[config.mk]
export PLATFORM = sky130hd
export DESIGN_NAME = arcade_input_mapper
export DESIGN_NICKNAME = d
export VERILOG_FILES = /design/src/rtl/arcade_input_mapper.sv
export SDC_FILE = /design/constraint.sdc
export NUM_CORES = 1
export LEC_CHECK = 0
export CAP_MARGIN = 20
export CORE_UTILIZATION = 49
export CTS_BUF_LIST = sky130_fd_sc_hd__clkbuf_8
export DETAILED_ROUTE_END_ITERATION = 8
export MAX_ROUTING_LAYER = met4
export PLACE_DENSITY_LB_ADDON = 0.3
export SETUP_SLACK_MARGIN = 0.3
export SKIP_CTS_REPAIR_TIMING = 1
export SLEW_MARGIN = 5
export SYNTH_ARGS = -nofsm -noshare
export SYNTH_HDL_FRONTEND = slang
export SYNTH_SLANG_ARGS = --single-unit
export TNS_END_PERCENT = 20
[constraint.sdc]
create_clock -name clk_sys -period 2.26 [get_ports clk_sys]
set_input_delay 0.226 -clock clk_sys [delete_from_list [all_inputs] [get_ports clk_sys]]
set_output_delay 0.226 -clock clk_sys [all_outputs]
set_load 0.01 [all_outputs]
[src/rtl/arcade_input_mapper.sv]
`default_nettype none
// ============================================================================
// Module   : arcade_input_mapper
// Purpose  : Turns PS/2 key events into held key state and merges them with
//            up to four HPS joysticks. Applies 0/90/180/270 degree control
//            rotation and drives registered per-player CSJUDLR vectors with
//            stretched coin pulses, plus a service key.
// Ports    : clk_sys         - system clock (only clock)
//            reset_n         - asynchronous active-low reset
//            ps2_key[10:0]   - {toggle, pressed, extended, scancode}
//            joy_in          - 16 bits per player: [0]R [1]L [2]D [3]U
//                              [4]fire [5]start1 [6]start2 [7]autofire
//            joy_merge       - every player sees the OR of all joysticks
//            rotate[1:0]     - 0/90/180/270 degree control rotation
//            coin_from_start - start buttons also act as coin sources
//            p_csjudlr       - per player {coin,start,fire,up,down,left,right}
//            service         - service/test key (T)
// Config   : define ARCADE_INPUT_AUTOFIRE_EN to enable the autofire phase
//            counter; otherwise joystick bit [7] is ignored.
// Revision : 1.0 - initial release
// ============================================================================
module arcade_input_mapper #(
    parameter int          PLAYERS           = 2,
    parameter logic [15:0] COIN_PULSE_CYCLES = 16'd60000,
    parameter logic [19:0] AUTOFIRE_DIV      = 20'd300000
) (
    input  logic                   clk_sys,
    input  logic                   reset_n,
    input  logic [10:0]            ps2_key,
    input  logic [PLAYERS*16-1:0]  joy_in,
    input  logic                   joy_merge,
    input  logic [1:0]             rotate,
    input  logic                   coin_from_start,
    output logic [PLAYERS*7-1:0]   p_csjudlr,
    output logic                   service
);

    // Held-key slots, one per physical key so that two keys sharing a
    // function (space/ctrl, F1/1, F2/2) release independently.
    localparam int c_NKEYS   = 18;
    localparam int c_K_UP    = 0;
    localparam int c_K_DOWN  = 1;
    localparam int c_K_LEFT  = 2;
    localparam int c_K_RIGHT = 3;
    localparam int c_K_SPACE = 4;
    localparam int c_K_CTRL  = 5;
    localparam int c_K_F1    = 6;
    localparam int c_K_1     = 7;
    localparam int c_K_F2    = 8;
    localparam int c_K_2     = 9;
    localparam int c_K_5     = 10;
    localparam int c_K_R     = 11;
    localparam int c_K_F     = 12;
    localparam int c_K_D     = 13;
    localparam int c_K_G     = 14;
    localparam int c_K_A     = 15;
    localparam int c_K_6     = 16;
    localparam int c_K_T     = 17;

    // Keys that feed player 2 (including start2, which routes to player 2)
    localparam logic [c_NKEYS-1:0] c_P2_KEYS =
        (18'd1 << c_K_F2) | (18'd1 << c_K_2) | (18'd1 << c_K_R) |
        (18'd1 << c_K_F)  | (18'd1 << c_K_D) | (18'd1 << c_K_G) |
        (18'd1 << c_K_A)  | (18'd1 << c_K_6);
    localparam logic [c_NKEYS-1:0] c_KEY_MASK =
        (PLAYERS >= 2) ? {c_NKEYS{1'b1}} : ~c_P2_KEYS;

    logic               r_primed;
    logic               r_old_tog;
    logic [c_NKEYS-1:0] r_held;
    logic [c_NKEYS-1:0] w_hit;
    logic [c_NKEYS-1:0] w_upd;
    logic               w_event;
    logic [15:0]        w_joy_or;
    logic               r_service;
    logic               w_af_phase;

    // ------------------------------------------------------------------
    // Scancode decode. Arrows ignore the extended flag; everything else
    // must be a non-extended code.
    // ------------------------------------------------------------------
    always_comb begin
        w_hit = '0;
        case (ps2_key[7:0])
            8'h75:   w_hit[c_K_UP]    = 1'b1;
            8'h72:   w_hit[c_K_DOWN]  = 1'b1;
            8'h6B:   w_hit[c_K_LEFT]  = 1'b1;
            8'h74:   w_hit[c_K_RIGHT] = 1'b1;
            8'h29:   w_hit[c_K_SPACE] = ~ps2_key[8];
            8'h14:   w_hit[c_K_CTRL]  = ~ps2_key[8];
            8'h05:   w_hit[c_K_F1]    = ~ps2_key[8];
            8'h16:   w_hit[c_K_1]     = ~ps2_key[8];
            8'h06:   w_hit[c_K_F2]    = ~ps2_key[8];
            8'h1E:   w_hit[c_K_2]     = ~ps2_key[8];
            8'h2E:   w_hit[c_K_5]     = ~ps2_key[8];
            8'h2D:   w_hit[c_K_R]     = ~ps2_key[8];
            8'h2B:   w_hit[c_K_F]     = ~ps2_key[8];
            8'h23:   w_hit[c_K_D]     = ~ps2_key[8];
            8'h34:   w_hit[c_K_G]     = ~ps2_key[8];
            8'h1C:   w_hit[c_K_A]     = ~ps2_key[8];
            8'h36:   w_hit[c_K_6]     = ~ps2_key[8];
            8'h2C:   w_hit[c_K_T]     = ~ps2_key[8];
            default: w_hit = '0;
        endcase
    end

    // The first cycle after reset only captures the toggle level, so a
    // toggle already high at release is not mistaken for an event.
    assign w_event = r_primed & (r_old_tog ^ ps2_key[10]);
    assign w_upd   = w_event ? (w_hit & c_KEY_MASK) : '0;

    always_ff @(posedge clk_sys or negedge reset_n) begin
        if (!reset_n) begin
            r_primed  <= 1'b0;
            r_old_tog <= 1'b0;
            r_held    <= '0;
            r_service <= 1'b0;
        end else begin
            r_primed  <= 1'b1;
            r_old_tog <= ps2_key[10];
            r_held    <= (r_held & ~w_upd) | (w_upd & {c_NKEYS{ps2_key[9]}});
            r_service <= r_held[c_K_T];
        end
    end

    assign service = r_service;

    always_comb begin
        w_joy_or = '0;
        for (int i = 0; i < PLAYERS; i++) begin
            w_joy_or = w_joy_or | joy_in[i*16 +: 16];
        end
    end

`ifdef ARCADE_INPUT_AUTOFIRE_EN
    logic [19:0] r_af_cnt;
    logic        r_af_phase;

    always_ff @(posedge clk_sys or negedge reset_n) begin
        if (!reset_n) begin
            r_af_cnt   <= '0;
            r_af_phase <= 1'b0;
        end else if (r_af_cnt >= AUTOFIRE_DIV - 20'd1) begin
            r_af_cnt   <= '0;
            r_af_phase <= ~r_af_phase;
        end else begin
            r_af_cnt   <= r_af_cnt + 20'd1;
        end
    end

    assign w_af_phase = r_af_phase;
`else
    assign w_af_phase = 1'b0;
`endif

    // ------------------------------------------------------------------
    // Per-player merge, rotation and coin stretching
    // ------------------------------------------------------------------
    genvar p;
    generate
        for (p = 0; p < PLAYERS; p = p + 1) begin : g_player
            logic [7:0]  w_joy;
            logic [3:0]  w_kb_dir;   // {up,down,left,right}
            logic [3:0]  w_raw;
            logic [3:0]  w_dir;
            logic        w_start;
            logic        w_kb_fire;
            logic        w_fire;
            logic        w_coin_key;
            logic        w_src;
            logic        w_rise;
            logic [15:0] w_coin_next;
            logic [15:0] r_coin_cnt;
            logic        r_src_d;
            logic [6:0]  r_out;
            logic        w_unused_joy;

            assign w_joy = joy_merge ? w_joy_or[7:0] : joy_in[p*16 +: 8];

            if (p == 0) begin : g_kb_p1
                assign w_kb_dir   = {r_held[c_K_UP], r_held[c_K_DOWN],
                                     r_held[c_K_LEFT], r_held[c_K_RIGHT]};
                assign w_kb_fire  = r_held[c_K_SPACE] | r_held[c_K_CTRL];
                assign w_start    = r_held[c_K_F1] | r_held[c_K_1] | w_joy[5];
                assign w_coin_key = r_held[c_K_5];
            end else if (p == 1) begin : g_kb_p2
                assign w_kb_dir   = {r_held[c_K_R], r_held[c_K_F],
                                     r_held[c_K_D], r_held[c_K_G]};
                assign w_kb_fire  = r_held[c_K_A];
                // Start2 from any joystick, not just this player's
                assign w_start    = r_held[c_K_F2] | r_held[c_K_2] | w_joy_or[6];
                assign w_coin_key = r_held[c_K_6];
            end else begin : g_kb_none
                assign w_kb_dir   = 4'b0000;
                assign w_kb_fire  = 1'b0;
                assign w_start    = joy_in[p*16 + 5];
                assign w_coin_key = 1'b0;
            end

            // Joystick [3:0] is already {up,down,left,right}
            assign w_raw = w_joy[3:0] | w_kb_dir;

            always_comb begin
                case (rotate)
                    2'd0:    w_dir = w_raw;
                    2'd1:    w_dir = {w_raw[1], w_raw[0], w_raw[2], w_raw[3]};
                    2'd2:    w_dir = {w_raw[2], w_raw[3], w_raw[0], w_raw[1]};
                    default: w_dir = {w_raw[0], w_raw[1], w_raw[3], w_raw[2]};
                endcase
            end

            assign w_fire = w_joy[4] | w_kb_fire | (w_joy[7] & w_af_phase);

            // Only a rising source (re)loads the counter, so holding the
            // coin key cannot extend the pulse.
            assign w_src       = w_coin_key | (coin_from_start & w_start);
            assign w_rise      = w_src & ~r_src_d;
            assign w_coin_next = w_rise ? COIN_PULSE_CYCLES :
                                 (r_coin_cnt != 16'd0) ? r_coin_cnt - 16'd1 : 16'd0;

            always_ff @(posedge clk_sys or negedge reset_n) begin
                if (!reset_n) begin
                    r_src_d    <= 1'b0;
                    r_coin_cnt <= '0;
                    r_out      <= '0;
                end else begin
                    r_src_d    <= w_src;
                    r_coin_cnt <= w_coin_next;
                    r_out      <= {(w_coin_next != 16'd0), w_start, w_fire, w_dir};
                end
            end

            assign p_csjudlr[p*7 +: 7] = r_out;
            assign w_unused_joy        = &{1'b0, w_joy};
        end
    endgenerate

    logic w_unused_misc;
    assign w_unused_misc = &{1'b0, joy_in, w_joy_or, r_held, AUTOFIRE_DIV};

endmodule
`default_nettype wire

# After elaboration in Yosys (flattened, before gate mapping)
# Index checks and enable logic that the tools add are counted.
# W data, S select, Z words.
# word_totals
reg_bits,69
inputBits,49
output_inout_bits,15
wordCells,89
# op_classes
add_sub_neg,2
n_eq_ne,20
mux,27
bitwise_logic,25
n_reduce_logical,5
# ops
cell,n
$eq A8 B6 Y1 const B,8
$mux W16,4
$reduce_bool A16 Y1,4
$and A18 B18 Y18,2
$eq A8 B5 Y1 const B,4
$eq A8 B7 Y1 const B,4
$sub A16 B1 Y16 const B,2
$pmux W4 S3,2
$mux W1,18
$mux W18,1
$not A18 Y18,1
$or A18 B18 Y18,1
$eq A8 B3 Y1 const B,2
$or A1 B1 Y1,9
$or A4 B4 Y4,2
$or A7 B7 Y7,1
$mux W6,1
$and A1 B1 Y1,5
$mux W5,1
$not A1 Y1,3
$eq A2 B1 Y1 const B,1
$eq A2 B2 Y1 const B,1
$logic_not A2 Y1,1
$xor A1 B1 Y1,1

# Logic depth before layout (Yosys ltp)
# Gate-level depths: netlist (run 1).
# logic_depth
depth_word,8
ltp_mapped,9
mapped_depth_nobuf,8

# Least setup slack after synthesis (run 1)
# No wires, ideal clock.
# synth_timing
path_type,reg2reg
start,register g_player[0].r_coin_cnt[0]
end,register g_player[0].r_out[6]
setup_ps,131
t_arrival_ps,2028
t_required_ps,2129
slack_ps,101
stages_incl_launch_ff,10
synth_period_minus_slack_ps,2159
cell_sequence,dfrtp_1 -> inv_1 -> ha_1 -> nor2b_1 -> and3_1 -> clkbuf_1 -> nor3b_1 -> xnor2_1 -> a41oi_1 -> or3_1
# synth_between
elab_chain_len,4
elab_cells_between_ends,5
# synth_rtl
element,line_no,text
"start, declared",173,logic [15:0] r_coin_cnt;
"start signal, assigned",228,r_coin_cnt <= w_coin_next;
$sub A16 B1 Y16 or $reduce_bool A16 Y1 (tied branches),219,(r_coin_cnt != 16'd0) ? r_coin_cnt - 16'd1 : 16'd0;
$mux W16 *,219,
$mux W16 *,218,assign w_coin_next = w_rise ? COIN_PULSE_CYCLES :
$reduce_bool A16 Y1 *,229,"r_out <= {(w_coin_next != 16'd0), w_start, w_fire, w_dir};"
"end signal, assigned",229,
"end, declared",175,logic [6:0] r_out;
# Mark *: on every way between the ends. The rest lies on a longest branch, timed or not.

# Worst setup path in the final report (run 1)
# layout_timing
start,register g_player[1].r_coin_cnt[10]
end,register g_player[1].r_out[6]
# layout_between
elab_chain_len,4
elab_cells_between_ends,5
# layout_rtl
element,line_no,text
"start, declared",173,
"start signal, assigned",228,
$sub A16 B1 Y16 or $reduce_bool A16 Y1 (tied branches),219,
$mux W16 *,219,
$mux W16 *,218,
named net g_player[1].w_coin_next[14],172,logic [15:0] w_coin_next;
$reduce_bool A16 Y1 *,229,
"end signal, assigned",229,
"end, declared",175,
# Mark *: on every way through the listed nets, which the timed path passes. The rest lies on a longest branch.

==> reports/results.ini, run 1 <==
[finish]
finalNetCount = 439
layout-drive-gt1-share_pct = 21.1
final_core_util_pct = 63.8
syn2layout_area_growth_pct = 26.5
fin_cells = 473
insertedDiodeCount = 0

[setup_path]
crit_slowest_cell = or4_4
arrival_ns = 2.34
cp_num_cells = 5
worstSetupStartpointType = flip-flop
worst-path-buf-inv = 0
endpoint_kind = flip-flop
reg2regPathDepth = 5
r2r_slack_ns = 0.20
endpoint = g_player[1].r_out[6]$_DFF_PN0_
cpMostUsedCell = or4_4
cp_max_fo = 5
crit_required_ns = 2.54
cpPeakStageDelay_ns = 0.56
crit_type = reg2reg
critPathTopFamily = simple AND/OR/NAND/NOR gates
r2r_start = g_player[1].r_coin_cnt[10]$_DFF_PN0_
r2r_end = g_player[1].r_out[6]$_DFF_PN0_
cp_cell_sequence = or4_4, or3_4, or4_4, nand3_2, a21o_1
cp-startpoint = g_player[1].r_coin_cnt[10]$_DFF_PN0_

[routing]
drt-pass1-iter-count = 4
vias = 2650
drc = 0
wire_per_inst_um = 14.4
finalWirelength_um = 6790
drt-vias-per-instance = 5.60
ant_nets = 0
drt_iter0_drc = 112

[flow_run]
cap_violations = 0

[placed_design]
io_buffers = 45
dp_hpwl_um = 4920
place_congestion = 0.833
dp_cells = 454

[timing]
fin_setup_tns_ns = 0
slew_headroom_pct = 60.8
fin_crit_sh_pct = 91.3
clock_skew_ns = 0.00788
fin_crit_ns = 2.06
drv_slew = 0
tightest_slew_ns = 0.588
rsz0062_at_grt = true
hold_viol_final = 0
max_freq_ghz = 0.485
report.final.setup_viol = 0

[clock_network]
cts_root_buf = clkbuf_8
cts-buffers-inserted = 9
clkTransAtPathRegs_ns = 0.08
insertion_delay_ns = 0.34
cts_buffer_depth = 2
numClockSinks = 69
ctsHtreeMaxLevel = 3
cts_tree = done

[status]
status = completed

[synthesis]
synthCells = 318
syn_area_mm2 = 0.00340
ys_ff_latch = 69
synth_seq_area_share_pct = 50.7
yosysTopAreaCellShare_pct = 50.7
synth_most_common_cell = dfrtp_1
synth_commonest_cells = dfrtp_1 (69), nor2_1 (30), mux2_2 (26)
syn_area_per_cell_um2 = 10.7
async_flop_share_pct = 100
syn_nets = 369
synth_edf_count = 0
synth_top_area_cell = dfrtp_1
synth.distinct_cells = 46
ys.flop_type = dfrtp_1
synth_area_leaders = dfrtp_1 (51%), mux2_2 (8.6%), xnor2_1 (4.4%)
synth_warnings = 0

[power]
p_switching_uw = 972
p_seq_share_pct = 49.8
p_per_area_mw_per_mm2 = 717
peakVddDrop_v = 0.000364
fin_total_pwr_mw = 3.09
combPwrFrac_pct = 22.2
p_int_mw = 2.12
netSwitchingFraction_pct = 31.5
p_leak_nw = 1.72
clockPowerShare_pct = 27.9

[global_route]
gr-usage-all-layers_pct = 21.2
grt_overflow = 0
antenna_found_initial = 0
grt_pass1_wl_um = 11800
grt_max_degree = 46
first_global_vias = 2599

[floorplanning]
die-area_mm2 = 0.00729
coreArea_mm2 = 0.00676
num_io_pins = 64
rows = 30
die_h_um = 85.4
dieWidth_um = 85.4
start_util_pct = 50.4

[worst_hold_path]
hold_path_class = in2reg

-- cells by family after synthesis --
family                   share of synthesized area (%)
multiplexers                                      11.0
adder cells (fa/ha/maj)                          0.735
flip-flops                                        50.7
other                                            0.110
XOR/XNOR                                          5.40
AO/OA/AOI/OAI                                     9.00
AND/OR/NAND/NOR                                   21.3
buffers and inverters                             1.76
-- how the worst min path moves through the flow --
stage | startpoint | end | cells past startpoint
floorplan | reset_n | asynchronous set/reset pin | 0
global placement | reset_n | g_player[1].r_coin_cnt[8]$_DFF_PN0_ | 1
detailed placement | reset_n | g_player[1].r_coin_cnt[8]$_DFF_PN0_ | 1
CTS | reset_n | g_player[1].r_coin_cnt[7]$_DFF_PN0_ | 1
global route | ps2_key[10] | r_old_tog$_DFF_PN0_ | 1
finish | ps2_key[10] | r_old_tog$_DFF_PN0_ | 1
-- metal layers --
| layer | vias up | part of all wire (%) | track usage, % |
|---|---|---|---|
| li1 | 1307 | - | - |
| met1 | 1268 | 46 | 26.9 |
| met2 | 63 | 48 | 33.8 |
| met3 | 12 | 4.5 | 5.64 |
| met4 | 0 | 1.1 | 5.91 |
| met5 | - | 0 | - |
-- cell type report --
class,count,area [um^2]
fillers,558,2450
clock inverters,7,42.5
repair buffers,66,618
inverters,9,33.8
well taps,80,100
flip-flops and latches,69,1730
multi-input cells,233,1660
clock buffers,9,124
-- power groups by stage --
stage,Clock (mW),Sequential [mW],Combinational [mW]
floorplan,0,1.54,0.434
global placement,0,1.55,0.669
detailed placement,0,1.56,0.680
CTS,0.890,1.53,0.688
global route,0.934,1.56,0.771
finish,0.862,1.54,0.686
-- worst reg2reg max path: stages (launching register included) --
cell,delay (ns)
dfrtp_2,0.44
or4_4,0.56
or3_4,0.38
or4_4,0.43
nand3_2,0.10
a21o_1,0.10
-- layout by cell type, fill, tap and decap left out, types with 9 or more instances in the layout --
| cell | n |
|---|---|
| a211oi_1 | 9 |
| nor2_1 | 30 |
| o21ai_0 | 13 |
| buf_4 | 19 |
| nor3_1 | 14 |
| clkbuf_8 | 9 |
| clkdlybuf4s50_1 | 44 |
| nor4_1 | 11 |
| nand2_1 | 22 |
| dfrtp_1 | 67 |
| xnor2_1 | 17 |
| nand3_1 | 10 |
| mux2_2 | 26 |
-- per-stage QoR --
stage               setup WS, ns  hold slack [ns]  area, um^2
floorplan                  0.306          -0.0696        3430
global placement          0.0267            0.253        4090
detailed placement       -0.0121            0.261        4090
CTS                        0.111           -0.117        4260
global route               0.103            0.372        4310
finish                     0.197            0.367        4310
No activity file was read; power rests on OpenSTA's default activity.
==> inputs of run 2 (changes only) <==
--- a/config.mk
+++ b/config.mk
@@ -8,6 +8,7 @@
 export CAP_MARGIN = 20
 export CORE_UTILIZATION = 49
 export CTS_BUF_LIST = sky130_fd_sc_hd__clkbuf_8
+export CTS_CLUSTER_DIAMETER = 120
 export DETAILED_ROUTE_END_ITERATION = 8
 export MAX_ROUTING_LAYER = met4
 export PLACE_DENSITY_LB_ADDON = 0.3
==> results of run 2 <==
The final DEF is identical to that of run 1; final timing and power are the same.
